--- src/rtl/peripheral_pkg.sv ---
// Shared constants and helpers for the memory-mapped peripheral block.
// Register offsets, TCON bit positions and the I/O window base.
package peripheral_pkg;

    localparam logic [31:0] IO_BASE = 32'h4000_0000;

    localparam logic [4:0] OFF_TH   = 5'h00;
    localparam logic [4:0] OFF_TL   = 5'h04;
    localparam logic [4:0] OFF_TCON = 5'h08;
    localparam logic [4:0] OFF_LED  = 5'h0C;
    localparam logic [4:0] OFF_SW   = 5'h10;
    localparam logic [4:0] OFF_DIGI = 5'h14;

    localparam int TCON_EN = 0;
    localparam int TCON_IE = 1;
    localparam int TCON_IS = 2;

    typedef enum logic [2:0] {
        SEL_TH,
        SEL_TL,
        SEL_TCON,
        SEL_LED,
        SEL_SW,
        SEL_DIGI,
        SEL_NONE
    } sel_e;

    // Map a word index inside the window to a register select.
    function automatic sel_e decode_off(input logic [2:0] word);
        sel_e s;
        case ({word, 2'b00})
            OFF_TH:   s = SEL_TH;
            OFF_TL:   s = SEL_TL;
            OFF_TCON: s = SEL_TCON;
            OFF_LED:  s = SEL_LED;
            OFF_SW:   s = SEL_SW;
            OFF_DIGI: s = SEL_DIGI;
            default:  s = SEL_NONE;
        endcase
        return s;
    endfunction

endpackage

--- src/rtl/peripheral_bus_reload_timer.sv ---
// Reload timer: TH reload value, TL counter, TCON control/status.
// Overflow reloads TL from TH and latches the interrupt status bit.
import peripheral_pkg::*;

module reload_timer (
    input  logic        clk,
    input  logic        reset,
    input  logic        wr_th_i,
    input  logic        wr_tl_i,
    input  logic        wr_tcon_i,
    input  logic [31:0] wdata_i,
    output logic [31:0] th_o,
    output logic [31:0] tl_o,
    output logic [2:0]  tcon_o,
    output logic        irq_o
);

    logic [31:0] th_q, th_d;
    logic [31:0] tl_q, tl_d;
    logic [2:0]  tcon_q, tcon_d;
    logic        ovf;

    // Count/reload, with bus writes taking priority over timer activity.
    always_comb begin
        ovf    = tcon_q[TCON_EN] && (tl_q == 32'hFFFF_FFFF);
        th_d   = wr_th_i ? wdata_i : th_q;
        tl_d   = tl_q;
        if (tcon_q[TCON_EN]) begin
            tl_d = ovf ? th_q : tl_q + 32'd1;
        end
        if (wr_tl_i) begin
            tl_d = wdata_i;
        end
        tcon_d = tcon_q;
        tcon_d[TCON_IS] = tcon_q[TCON_IS] | (ovf & tcon_q[TCON_IE]);
        if (wr_tcon_i) begin
            tcon_d[TCON_IE:TCON_EN] = wdata_i[TCON_IE:TCON_EN];
            // An overflow coincident with an ISR clear must not be lost.
            tcon_d[TCON_IS] = wdata_i[TCON_IS]
                            | (ovf & wdata_i[TCON_IE]);
        end
    end

    // Timer state registers with synchronous active-low reset.
    always_ff @(posedge clk) begin
        if (!reset) begin
            th_q   <= '0;
            tl_q   <= '0;
            tcon_q <= '0;
        end else begin
            th_q   <= th_d;
            tl_q   <= tl_d;
            tcon_q <= tcon_d;
        end
    end

    assign th_o   = th_q;
    assign tl_o   = tl_q;
    assign tcon_o = tcon_q;
    assign irq_o  = tcon_q[TCON_IS];

endmodule

--- src/rtl/peripheral_bus.sv ---
// I/O window responder: decode, read mux, LED and digit registers.
// The reload timer lives in its own sub-module.
import peripheral_pkg::*;

module peripheral_bus #(
    parameter logic [31:0] BASE_ADDR = IO_BASE,
    parameter int          LED_W     = 8,
    parameter int          SW_W      = 8,
    parameter int          DIGI_W    = 12
) (
    input  logic              clk,
    input  logic              reset,
    input  logic              MemRead,
    input  logic              MemWrite,
    input  logic [31:0]       Address,
    input  logic [31:0]       WriteData,
    output logic [31:0]       ReadData,
    input  logic [SW_W-1:0]   Switch,
    output logic [LED_W-1:0]  LED,
    output logic [DIGI_W-1:0] Digi,
    output logic              IRQ
);

    sel_e              sel;
    logic              in_win;
    logic [LED_W-1:0]  led_q, led_d;
    logic [DIGI_W-1:0] digi_q, digi_d;
    logic [31:0]       th, tl;
    logic [2:0]        tcon;
    logic              unused_addr;

    // Byte lanes are not used; accesses are word-wide.
    assign unused_addr = ^Address[1:0];

    assign in_win = (Address[31:5] == BASE_ADDR[31:5]);
    assign sel    = in_win ? decode_off(Address[4:2]) : SEL_NONE;

    reload_timer u_timer (
        .clk       (clk),
        .reset     (reset),
        .wr_th_i   (MemWrite && sel == SEL_TH),
        .wr_tl_i   (MemWrite && sel == SEL_TL),
        .wr_tcon_i (MemWrite && sel == SEL_TCON),
        .wdata_i   (WriteData),
        .th_o      (th),
        .tl_o      (tl),
        .tcon_o    (tcon),
        .irq_o     (IRQ)
    );

    // Next-state for the display registers.
    always_comb begin
        led_d  = led_q;
        digi_d = digi_q;
        if (MemWrite && sel == SEL_LED) begin
            led_d = WriteData[LED_W-1:0];
        end
        if (MemWrite && sel == SEL_DIGI) begin
            digi_d = WriteData[DIGI_W-1:0];
        end
    end

    // Display registers with synchronous active-low reset.
    always_ff @(posedge clk) begin
        if (!reset) begin
            led_q  <= '0;
            digi_q <= '0;
        end else begin
            led_q  <= led_d;
            digi_q <= digi_d;
        end
    end

    // Zero-latency read mux; everything zero-extended.
    always_comb begin
        ReadData = '0;
        if (MemRead) begin
            case (sel)
                SEL_TH:   ReadData = th;
                SEL_TL:   ReadData = tl;
                SEL_TCON: ReadData[2:0] = tcon;
                SEL_LED:  ReadData[LED_W-1:0] = led_q;
                SEL_SW:   ReadData[SW_W-1:0] = Switch;
                SEL_DIGI: ReadData[DIGI_W-1:0] = digi_q;
                default:  ReadData = '0;
            endcase
        end
    end

    assign LED  = led_q;
    assign Digi = digi_q;

endmodule

--- config.mk ---
export PLATFORM = sky130hd
export DESIGN_NAME = peripheral_bus
export DESIGN_NICKNAME = d
export VERILOG_FILES = /design/src/rtl/peripheral_pkg.sv /design/src/rtl/peripheral_bus_reload_timer.sv /design/src/rtl/peripheral_bus.sv
export SDC_FILE = /design/constraint.sdc
export NUM_CORES = 1
export LEC_CHECK = 0
export ABC_AREA = 1
export CAP_MARGIN = 15
export CORE_ASPECT_RATIO = 1.4
export CORE_UTILIZATION = 38
export CTS_CLUSTER_DIAMETER = 30
export DETAILED_ROUTE_END_ITERATION = 8
export GPL_TIMING_DRIVEN = 0
export PLACE_DENSITY = 0.71
export SLEW_MARGIN = 30
export SYNTH_ARGS = -nofsm -noshare
export SYNTH_HDL_FRONTEND = slang
export SYNTH_HIERARCHICAL = 1
export SYNTH_SLANG_ARGS = --single-unit
--- constraint.sdc ---
create_clock -name clk -period 1.97 [get_ports clk]
set_clock_uncertainty 0.05 [all_clocks]
set_input_delay 0.197 -clock clk [delete_from_list [all_inputs] [get_ports clk]]
set_output_delay 0.197 -clock clk [all_outputs]
set_load 0.01 [all_outputs]
==> results of run 1 <==
timing repair:
action,4_1_cts,5_1_grt
setup buffers,22,2
resized for setup,261,129
pin swaps,37,53
hold buffers,0,0
endpoints found under the setup margin,96,97
cloned,2,2
power breakdown:
group          switching [mW]  internal, mW  total [mW]
clock                   0.791          1.13        1.92
sequential      0.00000000202          1.76        1.76
combinational           0.130         0.135       0.265
state kept, by name, summed over array words and instances (netlist names):
signal	cells
u_timer/tl_o	32
u_timer/tcon_o	3
Digi	12
LED	8
u_timer/th_o	32
worst max-delay path, cell delays in order:
cell and delay [ns]:
sky130_fd_sc_hd__buf_6 0.09, sky130_fd_sc_hd__nor2_2 0.09, sky130_fd_sc_hd__nand2_1 0.07, sky130_fd_sc_hd__nor2_1 0.12
sky130_fd_sc_hd__nand2_1 0.10, sky130_fd_sc_hd__nor2_4 0.15, sky130_fd_sc_hd__nand4_1 0.18, sky130_fd_sc_hd__inv_2 0.13
sky130_fd_sc_hd__buf_8 0.13, sky130_fd_sc_hd__buf_12 0.11, sky130_fd_sc_hd__buf_6 0.10, sky130_fd_sc_hd__nand2_4 0.04
sky130_fd_sc_hd__nand2_2 0.07, sky130_fd_sc_hd__nor2_2 0.03, sky130_fd_sc_hd__nor2_1 0.09, sky130_fd_sc_hd__buf_2 0.14
logic make-up after synthesis:
| logic type | Yosys count | share of synthesized area |
|---|---|---|
| AO/OA/AOI/OAI | 194 | 0.1964 |
| XOR/XNOR | 6 | 0.009204 |
| adder cells (fa/ha/maj) | 1 | 0.002191 |
| buffers and inverters | 167 | 0.1256 |
| flip-flops | 87 | 0.3051 |
| AND/OR/NAND/NOR | 463 | 0.3616 |
cells in the final DEF (no fill, tap or decap), types with 32 or more instances in the layout:
cell / synthesis / routed
sky130_fd_sc_hd__nor2_1: 139 / 118
sky130_fd_sc_hd__inv_1: 108 / 103
sky130_fd_sc_hd__o21ai_0: 61 / 61
sky130_fd_sc_hd__nand2_1: 198 / 185
sky130_fd_sc_hd__clkdlybuf4s50_1: 0 / 64
sky130_fd_sc_hd__a21oi_1: 75 / 75
sky130_fd_sc_hd__dfxtp_1: 87 / 76
sky130_fd_sc_hd__a22oi_1: 52 / 36
sky130_fd_sc_hd__buf_2: 11 / 47
sky130_fd_sc_hd__nand4_1: 42 / 42
sky130_fd_sc_hd__buf_6: 6 / 32
sky130_fd_sc_hd__nand3_1: 53 / 46
worst paths after layout:
check	from	end	slack [ns]	cells past startpoint
min	Address[2]	Digi[11]	0.43	4
max	Address[18]	ReadData[6]	-0.12	16
min reg2reg	u_timer/th_o[27]	u_timer/th_o[27]	0.44	2
max reg2reg	u_timer/tl_o[1]	u_timer/tl_o[1]	0.09	10
layout make-up:
type,count,area [sq um]
fill,1481,6565
multi-input combinational,664,3551
sequential,87,1758
timing repair buffer,150,1351
inverter,117,451.7
buffer,48,331.6
tap,189,236.5
clock buffer,9,225.2
clock inverter,7,103.9
metrics by stage:
| stage | power (mW) | utilization | hold slack [ns] | setup TNS [ns] |
|---|---|---|---|---|
| after floorplan | 1.860 | - | 0.2819 | 0 |
| after global routing | 4.051 | 0.5495 | 0.4353 | -6.823 |
| after CTS | 3.940 | 0.5253 | 0.4217 | -1.765 |
| after detailed placement | 2.059 | 0.4945 | 0.4198 | -72.21 |
| after global placement | 2.060 | 0.4945 | 0.4119 | -67.33 |
| final | 3.939 | 0.5495 | 0.4332 | -1.025 |
per-layer routing:
metal,track usage,up-vias,routed length (um)
li1,-,3348,-
met1,0.2914,3114,7865
met2,0.4822,316,10780
met3,0.04392,60,1419
met4,0.1326,0,917
met5,0,-,0
==> metrics.sh, run 1 <==
RUN_STATUS='complete, but fails checks'
FAILED_CHECKS='setup timing'
TRITONCTS='done'
FINAL_LAYOUT_SIZE_SUFFIX_GT1_FRAC=0.2227
AREA_OF_THE_CORE_SQ_UM=14570
TRACK_USAGE=0.2637
FIN_NETS=1154
PLACEMENT.SETUP.WORST_SLACK_NS=-0.8708
POSTPLACECELLAREA_SQ_UM=7207
KIND_OF_END_POINT_OF_THE_CRITICAL_PATH='output pin'
CELL_TYPE_WITH_THE_LARGEST_TOTAL_AREA_AFTER_SYNTHESIS='sky130_fd_sc_hd__dfxtp_1'
DIE_HEIGHT_UM=147.0
FLOPS_LATCHES_SYNTH=87
SETUP_VIOLATIONS=16
DIE_WIDTH_UM=105.6
HOLD_VIOL_FINAL=0
WORST-SLEW-PIN-TRANSITION_NS=0.6381
DIODES=0
SYNTH.CELLS.MOST_FREQUENT='sky130_fd_sc_hd__nand2_1, sky130_fd_sc_hd__nor2_1, sky130_fd_sc_hd__inv_1'
YS_SEQ_AREA_FRAC=0.3051
POWER-PER-CELL-AREA_nW_PER_UM2=491.9
MAX_CAP_VIOL_COUNT=0
SETUP.WORST_PATH.CLASS='primary input to output pin'
DRC=0
STATIC-LEAKAGE-POWER_nW=3.279
CLOCK_TREE.HTREE_LEVEL_COUNT=3
BUFFER_PORTS.INSERTED=126
GRT_SETUP_UNREPAIRED='true'
SYNTHESIS.AREA_PER_INSTANCE_SQ_UM=6.219
CLOCK_TREE.ROOT_CELL='sky130_fd_sc_hd__clkbuf_16'
WORST-ENDPOINT-REQUIRED_NS=1.72
GRT_ANTENNA_BEFORE_REPAIR=0
SYNTH_NETS=995
LARGEST_NET_DEGREE_AT_THE_START_OF_GLOBAL_ROUTING=17
PLACED_CELLS_INCL_TAPS=1233
FINAL_DESIGN_AREA_NO_FILL_SQ_UM=8009
CLKTRANSATPATHREGS_NS=0.07
IR_DROP_mV=0.3886
YS_ASYNC_SR_FRACTION=0
DR.PASS1.ITERS=5
CRITICAL_PATH.STARTPOINT_TYPE='primary input'
GRT_FIRST_PASS_WIRELENGTH_UM=32090
TIMING.CRITICAL_PATH.FANOUT_MAX=8
SYNTHMOSTINSTANTIATEDCELL='sky130_fd_sc_hd__nand2_1'
RANKING_OF_SYNTHESIZED_CELLS_BY_AREA='sky130_fd_sc_hd__dfxtp_1, sky130_fd_sc_hd__nand2_1, sky130_fd_sc_hd__nor2_1'
FINAL_MAX_SLEW_VIOL_COUNT=0
SYN_TO_FINAL_GROWTH_PCT=40.28
F_MAX_GHz=0.4790
CTS_MADE_BUFFERS=9
TIMING.SLEW.HEADROOM=0.5746
FIN_CELLS=1271
DIEAREA_SQ_UM=15530
IOPINCOUNT=129
CTS_NUM_SINKS=87
TIMING.CRITICAL_PATH.ARRIVAL_NS=1.84
DP_HPWL_UM=15280
SYNTH_TOP_AREA_SHARE=0.3051
ROUTE.FINAL.WIRE_LENGTH_UM=20980
FIRST_GLOBAL_VIAS=6365
WORSTSKEWPAIRLATENCY_NS=0.35
SYNTH-EDFF-COUNT=0
INITIAL_CORE_UTILIZATION=0.3917
ANT_NETS=0
SYN-INSTANCE-COUNT=918
SYNTHESIS.YOSYS.WARNINGS=6
VIAS=6838
MIN-DELAY-PATH-CLASS='primary input to register'
SYNTH_AREA_SQ_UM=5709
ROUTED_WIRE_LENGTH_PER_INSTANCE_UM=16.51
SYNTHDISTINCTLIBCELLS=34
ROW_COUNT=52
FINALWORSTPATHREQUIREDPERIOD_NS=2.088
LAYOUT_SETUP_WS_NS=-0.1179
ROUTE.DETAILED.VIAS_PER_INST=5.380
POST-ROUTE-PERIOD-UTIL=1.060
OVERFLOW=0
CLOCKBUFFERDEPTH=2
GLOBALPLACE.CONGESTION=1.030
YS_DOMINANT_REG_CELL='sky130_fd_sc_hd__dfxtp_1'
DRT-INITIAL-DRC-COUNT=450
Note: power is estimated with default switching activity, not from simulation.
==> inputs of run 2 (changes only) <==
--- a/config.mk
+++ b/config.mk
@@ -9,10 +9,11 @@
 export CAP_MARGIN = 15
 export CORE_ASPECT_RATIO = 1.4
 export CORE_UTILIZATION = 38
+export CTS_BUF_LIST = sky130_fd_sc_hd__clkbuf_8
 export CTS_CLUSTER_DIAMETER = 30
 export DETAILED_ROUTE_END_ITERATION = 8
 export GPL_TIMING_DRIVEN = 0
-export PLACE_DENSITY = 0.71
+export PLACE_DENSITY = 0.74
 export SLEW_MARGIN = 30
 export SYNTH_ARGS = -nofsm -noshare
 export SYNTH_HDL_FRONTEND = slang
==> run 2 against run 1 <==
Core utilization fell by 1.5 points; worst hold slack worse by 0.037 ns; the run still ends with setup timing left; register-to-register slack lost 0.03 ns; non-clock buffer count grew 3; combinational power about the same.
==> metrics.sh, run 2 (synthesis results as in run 1) <==
VIAS=6872  # +0.50%
FINAL_MAX_SLEW_VIOL_COUNT=0  # unchanged
CLOCK_TREE.ROOT_CELL='sky130_fd_sc_hd__clkbuf_8'
FINALWORSTPATHREQUIREDPERIOD_NS=2.008  # -0.07949 ns
TIMING.CRITICAL_PATH.ARRIVAL_NS=1.76  # -0.08 ns
POST-ROUTE-PERIOD-UTIL=1.019  # -0.04035
WORSTSKEWPAIRLATENCY_NS=0.38  # +0.03 ns
CRIT_CHAIN='buf_2 > nor2_1 > nand2_1 > nor2_1 > nand2_1 > nor2_4 > nand4_1 > inv_2 > buf_6 > nor2_4 > nor2_4 > buf_6 > buf_6 > nand2_4 > inv_2 > buf_6'
FIN_CELLS=1274  # +0.24%
SETUP_VIOLATIONS=4  # -12
ROUTE.DETAILED.VIAS_PER_INST=5.394  # +0.26%
FAILED_CHECKS='setup timing'
LAYOUT_SETUP_WS_NS=-0.03841  # +0.07949 ns
FIN_NETS=1157  # +0.26%
GLOBALPLACE.CONGESTION=0.9463  # -8.1%
DIE_HEIGHT_UM=147.0  # unchanged
CTS_MADE_BUFFERS=9  # unchanged
TOTAL_NEGATIVE_SETUP_SLACKS_NS=-0.07269  # +0.9521 ns
SYN_TO_FINAL_GROWTH_PCT=36.40
FIRST_GLOBAL_VIAS=6344  # -0.33%
F_MAX_GHz=0.4979  # +4.0%
GRT_SETUP_UNREPAIRED='true'
DRC=0  # unchanged
IR_DROP_mV=0.3504  # -9.8%
TIMING.CRITICAL_PATH.FANOUT_MAX=5  # -3
CLOCKBUFFERDEPTH=2  # unchanged
WORST_PATH_MAX_STAGE_DELAY_NS=0.19  # about the same
PLACED_CELLS_INCL_TAPS=1233  # unchanged
MOST_COMMON_LIBRARY_CELL_IN_THE_LAYOUT_IGNORING_FILL_AND_TAPS='sky130_fd_sc_hd__nand2_1'
RUN_STATUS='complete, but fails checks'
WORST-SLEW-PIN-TRANSITION_NS=0.6074  # -0.03066 ns
ROUTE.FINAL.WIRE_LENGTH_UM=20830  # -0.73%
CRITICAL_PATH.STARTPOINT_TYPE='primary input'
TRACK_USAGE=0.2628  # -0.0008526
NUM-FILL-CELLS=1480  # -0.068%
ROW_COUNT=52  # unchanged
HOLD_VIOL_FINAL=0  # unchanged
GRT_FIRST_PASS_WIRELENGTH_UM=31970  # -0.36%
FINAL_DESIGN_AREA_NO_FILL_SQ_UM=7787  # -2.8%
CLOCK_TREE.HTREE_LEVEL_COUNT=3  # unchanged
GRT_ANTENNA_BEFORE_REPAIR=0  # unchanged
FINAL_CELL_MIX='sky130_fd_sc_hd__nand2_1, sky130_fd_sc_hd__nor2_1, sky130_fd_sc_hd__inv_1'
TRITONCTS='done'
CTS_NUM_SINKS=87  # unchanged
CRIT_TOP_CELL='sky130_fd_sc_hd__buf_6'
DIODES=0  # unchanged
OVERFLOW=0  # unchanged
INTERNAL_REG_TO_REG_SETUP_SLACK_NS=0.06  # -0.03 ns
CRIT_SLOWEST_CELL='sky130_fd_sc_hd__nor2_4'
CLKTRANSATPATHREGS_NS=0.09  # +0.02 ns
MIN-DELAY-PATH-CLASS='primary input to register'
ROUTED_WIRE_LENGTH_PER_INSTANCE_UM=16.35  # -0.96%
DIE_WIDTH_UM=105.6  # unchanged
ANT_NETS=0  # unchanged
TIMING.SLEW.HEADROOM=0.5950  # +0.02044
FINALCOREUTILIZATION=0.5343  # -0.01520
DIEAREA_SQ_UM=15530  # unchanged
AREA.SEQUENTIAL_SQ_UM=1763  # +0.28%
POSTPLACECELLAREA_SQ_UM=7207  # unchanged
FINAL_LAYOUT_SIZE_SUFFIX_GT1_FRAC=0.2129  # -0.009832
WORST-ENDPOINT-REQUIRED_NS=1.72  # about the same
DR.PASS1.ITERS=6  # +1
PLACEMENT.SETUP.WORST_SLACK_NS=-0.8879  # -0.01717 ns
DRT-INITIAL-DRC-COUNT=574  # +28%
KIND_OF_END_POINT_OF_THE_CRITICAL_PATH='output pin'
MAX_CAP_VIOL_COUNT=0  # unchanged
MULTI_INPUT_AREA_SQ_UM=3508  # -1.2%
INITIAL_CORE_UTILIZATION=0.3917  # unchanged
LARGEST_NET_DEGREE_AT_THE_START_OF_GLOBAL_ROUTING=16  # -1
POWER-PER-CELL-AREA_nW_PER_UM2=432.9  # -12%
BUFFER_PORTS.INSERTED=126  # unchanged
AREA_OF_THE_CORE_SQ_UM=14570  # unchanged
SETUP.WORST_PATH.CLASS='primary input to output pin'
IOPINCOUNT=129  # unchanged
DP_HPWL_UM=15180  # -0.62%
STATIC-LEAKAGE-POWER_nW=3.154  # -3.8%
-- run 2: cell count changes in the layout (fill, tap and decap cells not counted), moves of 6 or more --
cell	before	now
sky130_fd_sc_hd__a22oi_1	36	42
sky130_fd_sc_hd__a22oi_2	16	10
sky130_fd_sc_hd__buf_2	47	54
sky130_fd_sc_hd__buf_4	13	20
sky130_fd_sc_hd__clkbuf_16	11	0
sky130_fd_sc_hd__clkbuf_8	0	10
-- run 2: routing by layer --
layer | global-route usage | routed length (um) | part of all wire | vias to the layer above
li1 | - | - | - | 3347
met1 | 0.2891 | 8001 | 0.38 | 3107
met2 | 0.4849 | 10480 | 0.50 | 338
met3 | 0.03949 | 1393 | 0.067 | 80
met4 | 0.1333 | 950 | 0.046 | 0
met5 | 0 | 0 | 0 | -
-- run 2: power by group --
part           internal [mW]  leakage, nW  switching [mW]
Clock                  0.628        0.103           0.722
Combinational          0.136         2.34           0.131
Sequential              1.75        0.708   0.00000000195
Total                   2.52         3.15           0.853
-- run 2: worst max-delay path: cells and delay by family --
family | cells | cell delay [ns]
AND/OR/NAND/NOR | 9 | 0.87
buffers and inverters | 7 | 0.71
-- run 2: final cells by class --
cell class / count / share of cell area
inverter: 117 / 0.05800
clock buffer: 10 / 0.01767
buffer: 48 / 0.04017
timing repair buffer: 153 / 0.1681
clock inverter: 6 / 0.008837
multi-input combinational: 664 / 0.4505
sequential: 87 / 0.2264
tap: 189 / 0.03037
-- run 2: final timing paths --
| path | start | end | cells after the start |
|---|---|---|---|
| setup / recovery | Address[21] | ReadData[8] | 16 |
| hold / removal | WriteData[16] | u_timer/th_o[16] | 3 |
| setup reg to reg | u_timer/tl_o[14] | u_timer/tl_o[2] | 9 |
| hold reg to reg | u_timer/th_o[18] | u_timer/th_o[18] | 2 |
-- run 2: repair_timing --
| item | in CTS | in global routing |
|---|---|---|
| hold buffers | 0 | 0 |
| setup buffers | 21 | 7 |
| pin swaps | 42 | 44 |
| endpoints found under the setup margin | 94 | 96 |
| gates cloned | 3 | 1 |
| resized for setup | 274 | 94 |
-- run 2: through the flow --
| stage | power, mW | hold slack [ns] |
|---|---|---|
| final | 3.371 | 0.3963 |
| after global placement | 2.058 | 0.4095 |
| after floorplan | 1.860 | 0.2819 |
| after detailed placement | 2.059 | 0.4172 |
| after CTS | 3.361 | 0.3829 |
| after global routing | 3.477 | 0.4188 |
